--- config.mk ---
export PLATFORM = sky130hd
export DESIGN_NAME = rf_wr_arbiter
export DESIGN_NICKNAME = d
export VERILOG_FILES = /design/src/rtl/rf_pkg.sv /design/src/rtl/rr_arbiter.sv /design/src/rtl/rf_wr_arbiter.sv
export SDC_FILE = /design/constraint.sdc
export NUM_CORES = 1
export LEC_CHECK = 0
export ABC_AREA = 0
export BUFFER_PORTS_ARGS = -buffer_cell sky130_fd_sc_hd__buf_2
export CELL_PAD_IN_SITES_DETAIL_PLACEMENT = 1
export CELL_PAD_IN_SITES_GLOBAL_PLACEMENT = 2
export CORE_AREA = 2 2 132 134
export DETAILED_ROUTE_END_ITERATION = 16
export DIE_AREA = 0 0 134 136
export PLACE_DENSITY_LB_ADDON = 0.2
export SYNTH_ARGS = -nofsm -noshare
export SYNTH_HDL_FRONTEND = slang
export SYNTH_SLANG_ARGS = --single-unit
--- constraint.sdc ---
create_clock -name clk -period 5.1 [get_ports clk]
set_input_delay 0.51 -clock clk [delete_from_list [all_inputs] [get_ports clk]]
set_output_delay 0.51 -clock clk [all_outputs]
set_load 0.01 [all_outputs]
--- src/rtl/rf_pkg.sv ---
// Shared constants and state type for the 32x32 2R1W register file and its write-port controller.
// No logic here: constants and types only.
// Any change here resizes both rf_2r1w and rf_wr_arbiter together.
package rf_pkg;

    localparam int RF_DEPTH  = 32;
    localparam int RF_ADDR_W = 5;
    localparam int RF_DATA_W = 32;

    // INIT clears every entry after reset; RUN serves requesters.
    typedef enum logic {
        INIT = 1'b0,
        RUN  = 1'b1
    } state_e;

endpackage : rf_pkg

--- src/rtl/rr_arbiter.sv ---
// Round-robin grant picker: the first asserted req at or after ptr, searched modulo N.
// Latency: purely combinational.
// Backpressure: none. gnt is one-hot, or zero when no req is asserted.
//
// Ports:
//   req_i    : N-bit request vector
//   ptr_i    : index the search starts from (highest priority)
//   gnt_o    : one-hot grant
//   gnt_id_o : index of the granted bit (0 when nothing is granted)
module rr_arbiter #(
    parameter int N   = 4,
    parameter int IDW = (N > 1) ? $clog2(N) : 1
) (
    input  logic [N-1:0]   req_i,
    input  logic [IDW-1:0] ptr_i,
    output logic [N-1:0]   gnt_o,
    output logic [IDW-1:0] gnt_id_o
);

    int   idx;
    logic found;

    always_comb begin
        gnt_o    = '0;
        gnt_id_o = '0;
        found    = 1'b0;
        idx      = 0;
        for (int k = 0; k < N; k++) begin
            // Walk the ring starting at ptr, wrapping at N.
            idx = int'(ptr_i) + k;
            if (idx >= N) begin
                idx = idx - N;
            end
            if (!found && req_i[idx]) begin
                found      = 1'b1;
                gnt_o[idx] = 1'b1;
                gnt_id_o   = IDW'(idx);
            end
        end
    end

endmodule : rr_arbiter

--- src/rtl/rf_wr_arbiter.sv ---
// Write-port controller for rf_2r1w. Clears all entries after reset, then round-robins NREQ writers onto the single write port.
// Latency: a write accepted at edge N is on o_wr_* for one cycle and is written into the RF at edge N+1. The clear takes DEPTH cycles.
// Backpressure: o_req_ready is one-hot, is combinational from i_req_valid and the pointer, and stays 0 while the clear runs.
//
// Ports:
//   clk, rst                 : clock; asynchronous active-high reset
//   i_req_valid/addr/data    : per-requester write requests, packed at [i*W +: W]
//   o_req_ready              : per-requester accept strobe
//   o_wr_en/addr/data        : registered write port, wired straight to the RF
//   o_grant_id               : requester that owns the write on o_wr_* (0 during the clear)
//   o_init_done              : the clear sequence has finished
module rf_wr_arbiter
    import rf_pkg::*;
#(
    parameter int NREQ   = 4,
    parameter int DEPTH  = RF_DEPTH,
    parameter int ADDR_W = RF_ADDR_W,
    parameter int DATA_W = RF_DATA_W,
    parameter int IDW    = $clog2(NREQ)
) (
    input  logic                     clk,
    input  logic                     rst,
    input  logic [NREQ-1:0]          i_req_valid,
    input  logic [NREQ*ADDR_W-1:0]   i_req_addr,
    input  logic [NREQ*DATA_W-1:0]   i_req_data,
    output logic [NREQ-1:0]          o_req_ready,
    output logic                     o_wr_en,
    output logic [ADDR_W-1:0]        o_wr_addr,
    output logic [DATA_W-1:0]        o_wr_data,
    output logic [IDW-1:0]           o_grant_id,
    output logic                     o_init_done
);

    // DEPTH must equal 2**ADDR_W, so the clear counter wraps naturally.
    localparam logic [ADDR_W-1:0] CNT_LAST = ADDR_W'(DEPTH - 1);
    localparam logic [IDW-1:0]    ID_LAST  = IDW'(NREQ - 1);

    state_e              state_q, state_d;
    logic [ADDR_W-1:0]   cnt_q, cnt_d;
    logic [IDW-1:0]      ptr_q, ptr_d;
    logic                wr_en_q, wr_en_d;
    logic [ADDR_W-1:0]   wr_addr_q, wr_addr_d;
    logic [DATA_W-1:0]   wr_data_q, wr_data_d;
    logic [IDW-1:0]      grant_id_q, grant_id_d;
    logic                init_done_q, init_done_d;

    logic [NREQ-1:0]     gnt;
    logic [IDW-1:0]      gnt_id;
    logic                accept;
    logic [ADDR_W-1:0]   sel_addr;
    logic [DATA_W-1:0]   sel_data;

    rr_arbiter #(
        .N   (NREQ),
        .IDW (IDW)
    ) u_rr (
        .req_i    (i_req_valid),
        .ptr_i    (ptr_q),
        .gnt_o    (gnt),
        .gnt_id_o (gnt_id)
    );

    // Grants are offered only in RUN, so the clear can never be pre-empted.
    assign o_req_ready = (state_q == RUN) ? gnt : '0;
    assign accept      = (state_q == RUN) && (|gnt);

    assign sel_addr = i_req_addr[int'(gnt_id) * ADDR_W +: ADDR_W];
    assign sel_data = i_req_data[int'(gnt_id) * DATA_W +: DATA_W];

    always_comb begin
        state_d     = state_q;
        cnt_d       = cnt_q;
        ptr_d       = ptr_q;
        wr_en_d     = 1'b0;
        wr_addr_d   = wr_addr_q;
        wr_data_d   = wr_data_q;
        grant_id_d  = grant_id_q;
        init_done_d = init_done_q;
        case (state_q)
            INIT: begin
                wr_en_d   = 1'b1;
                wr_addr_d = cnt_q;
                wr_data_d = '0;
                cnt_d     = cnt_q + ADDR_W'(1);
                // The last clear write and o_init_done go out together.
                // Acceptance can start in that same cycle because the accepted write lands one edge later.
                if (cnt_q == CNT_LAST) begin
                    state_d     = RUN;
                    init_done_d = 1'b1;
                end
            end
            RUN: begin
                if (accept) begin
                    wr_en_d    = 1'b1;
                    wr_addr_d  = sel_addr;
                    wr_data_d  = sel_data;
                    grant_id_d = gnt_id;
                    ptr_d      = (gnt_id == ID_LAST) ? '0 : gnt_id + IDW'(1);
                end
            end
            default: begin
                state_d = INIT;
            end
        endcase
    end

    always_ff @(posedge clk or posedge rst) begin
        if (rst) begin
            state_q     <= INIT;
            cnt_q       <= '0;
            ptr_q       <= '0;
            wr_en_q     <= 1'b0;
            wr_addr_q   <= '0;
            wr_data_q   <= '0;
            grant_id_q  <= '0;
            init_done_q <= 1'b0;
        end else begin
            state_q     <= state_d;
            cnt_q       <= cnt_d;
            ptr_q       <= ptr_d;
            wr_en_q     <= wr_en_d;
            wr_addr_q   <= wr_addr_d;
            wr_data_q   <= wr_data_d;
            grant_id_q  <= grant_id_d;
            init_done_q <= init_done_d;
        end
    end

    assign o_wr_en     = wr_en_q;
    assign o_wr_addr   = wr_addr_q;
    assign o_wr_data   = wr_data_q;
    assign o_grant_id  = grant_id_q;
    assign o_init_done = init_done_q;

endmodule : rf_wr_arbiter

==> flow_metrics.py, run 1 <==
metrics = {
    "clock_network": {
        "h-tree-depth": 2,
        "cts_buffers": 5,
        "post_cts.resized_instances": 0,
        "cts_tree": "built",
        "clk_transition_reported_paths_ns": 0.08,
        "clockRootBuffer": "sky130_fd_sc_hd__clkbuf_16",
        "worst_case_clock_buffer_depth": 2,
        "clock_insertion_delay_worst_skew_ns": 0.29,
        "post_cts_hold_buffer_count": 0,
        "post_cts.repair.setup_buffers": 0,
        "clock_sinks": 49,
    },
    "detailed_routing": {
        "first_iter_violations": 254,
        "wl_um": 18300,
        "detail-route-antenna-nets": 0,
        "post-route-drc-count": 0,
        "drt-wirelength-per-cell_um": 19.8,
        "drt_pass1_iterations": 5,
        "route.detailed.vias_per_inst": 5.40,
        "num_vias": 4995,
    },
    "die": {
        "die-height_um": 136,
        "fp-row-count": 48,
        "die_w_um": 134,
        "effective_utilization_at_floorplan": 0.254,
        "ioPinCount": 199,
        "fp.coreArea_um2": 16900,
        "fp.dieArea_um2": 18200,
    },
    "timing": {
        "fin_setup_tns_ns": 0,
        "finalClockSkew_ns": 0.00755,
        "final.min_clock_period_ns": 4.70,
        "slew-limit-headroom": 0.243,
        "worst_case_hold_slack_ns": 0.398,
        "number_of_max_slew_violations_in_the_final_report": 0,
        "tightest_slew_ns": 1.13,
        "hold_violations": 0,
        "achievable-frequency_mhz": 213,
        "grt_setup_unrepaired": "false",
        "setup_violations": 0,
        "layout_worst_path_cycle_share": 0.921,
    },
    "synthesis": {
        "synth.net_count": 700,
        "yosysTopAreaCell": "sky130_fd_sc_hd__dfrtp_1",
        "ys_top_cells_by_area": "sky130_fd_sc_hd__dfrtp_1 29%, sky130_fd_sc_hd__o22ai_1 11%, sky130_fd_sc_hd__mux2i_1 6.8%, sky130_fd_sc_hd__o21ai_0 6.0%, sky130_fd_sc_hd__o21bai_1 5.4%",
        "syn_inst": 538,
        "synth-seq-cells": 49,
        "avg_inst_size_synth_um2": 7.96,
        "synthesis.yosys.warnings": 0,
        "synth_commonest_cells": "72 x sky130_fd_sc_hd__o22ai_1, 51 x sky130_fd_sc_hd__o21ai_0, 49 x sky130_fd_sc_hd__dfrtp_1",
        "yosysMostFrequentCell": "sky130_fd_sc_hd__o22ai_1",
        "syn_area_um2": 4280,
        "synth.distinct_cells": 52,
        "synth.yosys.seq_area_share": 0.286,
        "yosysTopAreaCellShare": 0.286,
        "ys_dominant_reg_cell": "sky130_fd_sc_hd__dfrtp_1",
        "synth-async-reset-ratio": 1.00,
        "synth_enable_flop_cells": 0,
    },
    "layout": {
        "fillers": 2088,
        "area_growth_syn_to_layout_pct": 30.4,
        "finalInstanceArea_um2": 5580,
        "num-nets-final": 861,
        "postLayoutCoreUtil": 0.331,
        "num_antenna_cells": 0,
        "layout-drive-gt1-share": 0.350,
        "final-instance-count-excl-fill": 925,
    },
    "grt": {
        "grt_first_pass_wirelength_um": 28600,
        "largest_net_degree_at_the_start_of_global_routing": 50,
        "initial_antenna_violation_count": 2,
        "vias_in_the_first_global_route": 5333,
        "grt_use_total": 0.197,
        "globalRoute.totalOverflow": 0,
    },
    "setup_path": {
        "timing_worst_setup_path_type": "reg2reg",
        "timing.critical_path.fanout_max": 40,
        "critical_path_arrival_ns": 4.86,
        "cp-start-kind": "register",
        "worst-endpoint-required_ns": 5.26,
        "crit_path_end_kind": "register",
    },
    "place": {
        "post-dp-hpwl_um": 13200,
        "place.gp.congestion": 0.784,
        "numPortBuffers": 198,
        "placed_area_um2": 5430,
        "placed_instance_count": 917,
    },
    "run_status": {
        "status": "finished, final reports clean",
    },
    "power": {
        "power-per-cell-area_nw_per_um2": 809,
        "power.static_leakage_nw": 2.53,
        "ir_worst_vdd_mv": 0.221,
    },
    "hold_path": {
        "hp-class": "in2async",
    },
    "run": {
        "number_of_max_cap_violations": 0,
    },
}
[cell families (layout without fill, tap and decap cells)]
family / count (synthesis) / in the layout / synth area share
xor+xnor: 4 / 4 / 0.00818
compound gates: 277 / 277 / 0.399
fa+ha+maj: 8 / 8 / 0.0234
flops: 49 / 49 / 0.286
buf+inv: 63 / 225 / 0.0661
simple gates: 98 / 98 / 0.116
mux: 39 / 39 / 0.101
[layout by cell type, fill, tap and decap left out, types with 6 or more instances in the layout]
cell type / instances
sky130_fd_sc_hd__a21oi_1: 40
sky130_fd_sc_hd__a31oi_1: 32
sky130_fd_sc_hd__buf_2: 198
sky130_fd_sc_hd__buf_4: 13
sky130_fd_sc_hd__dfrtp_1: 48
sky130_fd_sc_hd__ha_1: 8
sky130_fd_sc_hd__mux2_2: 7
sky130_fd_sc_hd__mux2i_1: 29
sky130_fd_sc_hd__nand2_1: 47
sky130_fd_sc_hd__nand2b_1: 6
sky130_fd_sc_hd__nor2_1: 15
sky130_fd_sc_hd__o21ai_0: 50
sky130_fd_sc_hd__o21ai_1: 20
sky130_fd_sc_hd__o21bai_1: 31
sky130_fd_sc_hd__o22ai_1: 72
[layout make-up]
type                    count  area, µm²  area share
multi-input cells         426       2810       0.503
repair buffers            211       1090       0.195
inverters                   6       22.5     0.00404
clock buffers               5        125      0.0224
flip-flops and latches     49       1230       0.220
well taps                 225        282      0.0504
clock inverters             3       26.3     0.00471
[per-stage QoR]
stage                     total power [mW]  worst slack [ns]
after floorplan                       3.17              1.52
after global routing                  4.95            0.0175
after global placement                4.12             0.709
after detailed placement              4.21             0.452
final                                 4.51             0.401
after CTS                             4.58             0.421
[report_power, final]
part	internal [mW]	total (mW)	leakage [nW]	switching, mW
logic	1.33	3.45	1.89	2.12
registers	0.605	0.715	0.573	0.110
clock network	0.186	0.351	0.0680	0.165
total	2.12	4.51	2.53	2.39
[registers in the layout, indices dropped and copies added, names as in the netlist]
| name | count |
|---|---|
| state_q | 1 |
| o_wr_data | 32 |
| ptr_q | 2 |
| o_grant_id | 2 |
| cnt_q | 5 |
| o_wr_en | 1 |
| o_wr_addr | 5 |
| o_init_done | 1 |
[path summary, 6_finish.rpt]
path	startpoint	end	slack [ns]	depth (start not counted)
min in group clk	o_init_done	o_init_done	0.49	1
setup / recovery	ptr_q[1]	o_wr_data[16]	0.40	10
hold / removal	rst	o_wr_data[18]	0.40	3
setup reg to reg	ptr_q[1]	o_wr_data[16]	0.40	10
hold reg to reg	o_init_done	o_init_done	0.49	1
max in group asynchronous	rst	state_q	4.22	3
[worst max-delay path: stages, from the launching register on]
cell,delay [ns]
sky130_fd_sc_hd__dfrtp_1,0.57
sky130_fd_sc_hd__inv_1,0.22
sky130_fd_sc_hd__ha_1,0.65
sky130_fd_sc_hd__mux2i_1,0.29
sky130_fd_sc_hd__mux2_2,0.36
sky130_fd_sc_hd__a2111oi_0,0.56
sky130_fd_sc_hd__o22ai_1,0.17
sky130_fd_sc_hd__or4_2,1.05
sky130_fd_sc_hd__buf_4,0.39
sky130_fd_sc_hd__o21ai_0,0.22
sky130_fd_sc_hd__a31oi_1,0.06
[per-layer routing]
metal / GRT usage / share of wire
met5: 0 / 0.00060
met4: 0.0514 / 0.020
met3: 0.0414 / 0.058
met2: 0.342 / 0.48
met1: 0.249 / 0.44
Power figures use the tool's default switching activity.
==> inputs of run 2 (changes only) <==
Settings changed: CORE_AREA 2 2 132 134 to 2 2 115 117, DIE_AREA 0 0 134 136 to 0 0 117 119, SYNTH_HIERARCHICAL set to 1.
==> run 2 against run 1 <==
Compared with the run above:
- core utilization rose by 2.6 points
- count of clock-buffer cells in the layout rose by 1
- maximum frequency rose by 19%
- flip-flop and latch count is the same
- die area shrank 24%
- wire length down 42%
- final area down 18%
- synthesized cell count shrank 58%
- register-to-register slack better by 0.75 ns
- critical path type unchanged
==> flow_metrics.py, run 2 <==
metrics = {
    "detailed_routing": {
        "detail-route-antenna-nets": 0,
        "wl_um": 10700,
        "route.detailed.vias_per_inst": 4.80,
        "drt-wirelength-per-cell_um": 18.0,
        "first_iter_violations": 90,
        "post-route-drc-count": 0,
        "drt_pass1_iterations": 4,
        "num_vias": 2858,
    },
    "clock_network": {
        "clock_insertion_delay_worst_skew_ns": 0.28,
        "clock_sinks": 49,
        "post_cts.repair.setup_buffers": 0,
        "worst_case_clock_buffer_depth": 2,
        "post_cts.resized_instances": 0,
        "cts_buffers": 5,
        "h-tree-depth": 2,
        "clockRootBuffer": "sky130_fd_sc_hd__clkbuf_16",
        "post_cts_hold_buffer_count": 0,
        "cts_tree": "built",
        "clk_transition_reported_paths_ns": 0.07,
    },
    "place": {
        "place.gp.congestion": 0.769,
        "placed_area_um2": 4420,
        "numPortBuffers": 198,
        "detailedPlace.worstSlack_ns": 1.13,
        "post-dp-hpwl_um": 8400,
    },
    "grt": {
        "initial_antenna_violation_count": 0,
        "vias_in_the_first_global_route": 2864,
        "grt_first_pass_wirelength_um": 16300,
        "grt_use_total": 0.152,
        "globalRoute.totalOverflow": 0,
        "largest_net_degree_at_the_start_of_global_routing": 50,
    },
    "timing": {
        "hold_violations": 0,
        "worst_slack_ns": 1.15,
        "layout_worst_path_cycle_share": 0.775,
        "number_of_max_slew_violations_in_the_final_report": 0,
        "fin_setup_tns_ns": 0,
        "achievable-frequency_mhz": 253,
        "slew-limit-headroom": 0.532,
        "finalClockSkew_ns": 0.00427,
        "final.min_clock_period_ns": 3.95,
        "grt_setup_unrepaired": "false",
        "tightest_slew_ns": 0.702,
        "setup_violations": 0,
    },
    "power": {
        "ir_worst_vdd_mv": 0.379,
        "power-per-cell-area_nw_per_um2": 884,
        "power.static_leakage_nw": 2.21,
    },
    "synthesis": {
        "yosys.area_share.adder": 0.0429,
        "synth_commonest_cells": "49 x sky130_fd_sc_hd__dfrtp_1, 39 x sky130_fd_sc_hd__mux4_2, 33 x sky130_fd_sc_hd__a22o_1",
        "largest_family_of_logic_cells_by_synthesized_area": "multiplexers",
        "synth.yosys.seq_area_share": 0.382,
        "synth.net_count": 391,
        "synthesis.yosys.warnings": 6,
        "syn_inst": 226,
        "syn_area_um2": 3210,
        "yosysTopAreaCell": "sky130_fd_sc_hd__dfrtp_1",
        "synth_enable_flop_cells": 0,
        "yosysTopAreaCellShare": 0.382,
        "yosysMostFrequentCell": "sky130_fd_sc_hd__dfrtp_1",
        "synth-xor-area-share": 0.00819,
        "yosys-mux-area-fraction": 0.319,
        "ys_top_cells_by_area": "sky130_fd_sc_hd__dfrtp_1 38%, sky130_fd_sc_hd__mux4_2 27%, sky130_fd_sc_hd__a22o_1 9.0%, sky130_fd_sc_hd__ha_1 4.3%, sky130_fd_sc_hd__mux2_1 2.1%",
        "share_of_the_synthesized_area_in_compound_gates_ao_oa_aoi_oai": 0.149,
        "ys_dominant_reg_cell": "sky130_fd_sc_hd__dfrtp_1",
        "synth-async-reset-ratio": 1.00,
        "synth_simple_gate_area_share": 0.0574,
        "synth-seq-cells": 49,
        "synth.distinct_cells": 39,
        "avg_inst_size_synth_um2": 14.2,
    },
    "setup_path": {
        "timing_worst_setup_path_type": "reg2reg",
        "timing.critical_path.fanout_max": 17,
        "cp-start-kind": "register",
        "crit_path_end_kind": "register",
        "worst-endpoint-required_ns": 5.32,
        "critical_path_arrival_ns": 4.18,
    },
    "layout": {
        "finalInstanceArea_um2": 4590,
        "largest_reg_flops": 32,
        "layout-drive-gt1-share": 0.628,
        "num_antenna_cells": 0,
        "area_growth_syn_to_layout_pct": 43.2,
        "fillers": 1440,
        "layout.cells.most_common": "sky130_fd_sc_hd__buf_2",
        "postLayoutCoreUtil": 0.357,
        "leading_cell_types_in_the_layout_fill_and_taps_excluded": "198 x sky130_fd_sc_hd__buf_2, 49 x sky130_fd_sc_hd__dfrtp_1, 39 x sky130_fd_sc_hd__mux4_2, 33 x sky130_fd_sc_hd__a22o_1, 11 x sky130_fd_sc_hd__ha_1",
        "num-nets-final": 583,
    },
    "die": {
        "die-height_um": 119,
        "fp-row-count": 42,
        "fp.coreArea_um2": 12900,
        "effective_utilization_at_floorplan": 0.249,
        "fp.dieArea_um2": 13900,
        "ioPinCount": 199,
        "die_w_um": 117,
    },
    "hold_path": {
        "hp-class": "in2async",
    },
    "run_status": {
        "status": "finished, final reports clean",
    },
    "run": {
        "number_of_max_cap_violations": 0,
    },
}
-- run 2: cell types whose count changed in the layout (fill, tap and decap cells not counted), sizes merged, moves of 7 or more --
cell    change
o21bai     -35
o22ai      -71
mux2i      -26
buf         -7
a22o       +33
mux4       +38
nor2       -10
a21oi      -40
nand2      -45
o21ai      -66
a22oi       +8
a31oi      -32
-- run 2: worst paths after layout --
| path | from | slack, ns | endpoint | cells after the start |
|---|---|---|---|---|
| max in group asynchronous | rst | 4.28 | o_wr_data[29] | 3 |
| min | rst | 0.39 | o_wr_data[31] | 3 |
| min in group clk | o_grant_id[0] | 0.48 | o_grant_id[0] | 1 |
| max | ptr_q[0] | 1.15 | o_wr_data[6] | 11 |
| max reg2reg | ptr_q[0] | 1.15 | o_wr_data[6] | 11 |
| min reg2reg | o_grant_id[0] | 0.48 | o_grant_id[0] | 1 |
-- run 2: critical path, cell delays in order, from the launching register on --
cell                       delay (ns)
sky130_fd_sc_hd__dfrtp_1         0.75
sky130_fd_sc_hd__inv_1           0.21
sky130_fd_sc_hd__ha_1            0.50
sky130_fd_sc_hd__mux4_1          0.38
sky130_fd_sc_hd__nand2b_4        0.11
sky130_fd_sc_hd__nor3_4          0.06
sky130_fd_sc_hd__a22oi_1         0.16
sky130_fd_sc_hd__o21ai_1         0.12
sky130_fd_sc_hd__nor4_2          0.45
sky130_fd_sc_hd__and2_1          0.65
sky130_fd_sc_hd__buf_4           0.31
sky130_fd_sc_hd__a22o_1          0.17
-- run 2: report_power, final --
| part | total [mW] | internal [mW] | switching (mW) |
|---|---|---|---|
| Clock | 0.389 | 0.245 | 0.144 |
| Sequential | 0.731 | 0.609 | 0.121 |
| Combinational | 2.94 | 1.48 | 1.46 |
-- run 2: kinds of logic after synthesis --
| logic type | count (synthesis) |
|---|---|
| fa+ha+maj | 11 |
| mux | 51 |
| flops | 49 |
| xor+xnor | 3 |
| buf+inv | 25 |
| simple gates | 28 |
| compound gates | 59 |
-- run 2: layout make-up --
class / instances / area (µm²) / share of cell area
clock buffer: 6 / 139 / 0.0302
clock inverter: 2 / 37.5 / 0.00817
inverter: 6 / 22.5 / 0.00490
multi-input combinational: 152 / 1890 / 0.411
sequential: 49 / 1230 / 0.267
tap: 176 / 220 / 0.0480
timing repair buffer: 204 / 1060 / 0.231
-- run 2: metrics by stage --
| step | cells | power (mW) | hold slack, ns |
|---|---|---|---|
| after floorplan | 226 | 2.91 | 0.452 |
| after global placement | 587 | 3.69 | 0.465 |
| after detailed placement | 587 | 3.73 | 0.474 |
| after CTS | 595 | 4.15 | 0.419 |
| after global routing | 595 | 4.42 | 0.448 |
| final | 595 | 4.06 | 0.390 |
-- run 2: metal layers --
metal | GRT usage | wire length [µm] | vias up
met5 | 0 | 0 | -
met4 | 0.0346 | 136 | 0
met3 | 0.0305 | 952 | 9
met2 | 0.252 | 5130 | 117
met1 | 0.206 | 4460 | 1429
li1 | - | - | 1303
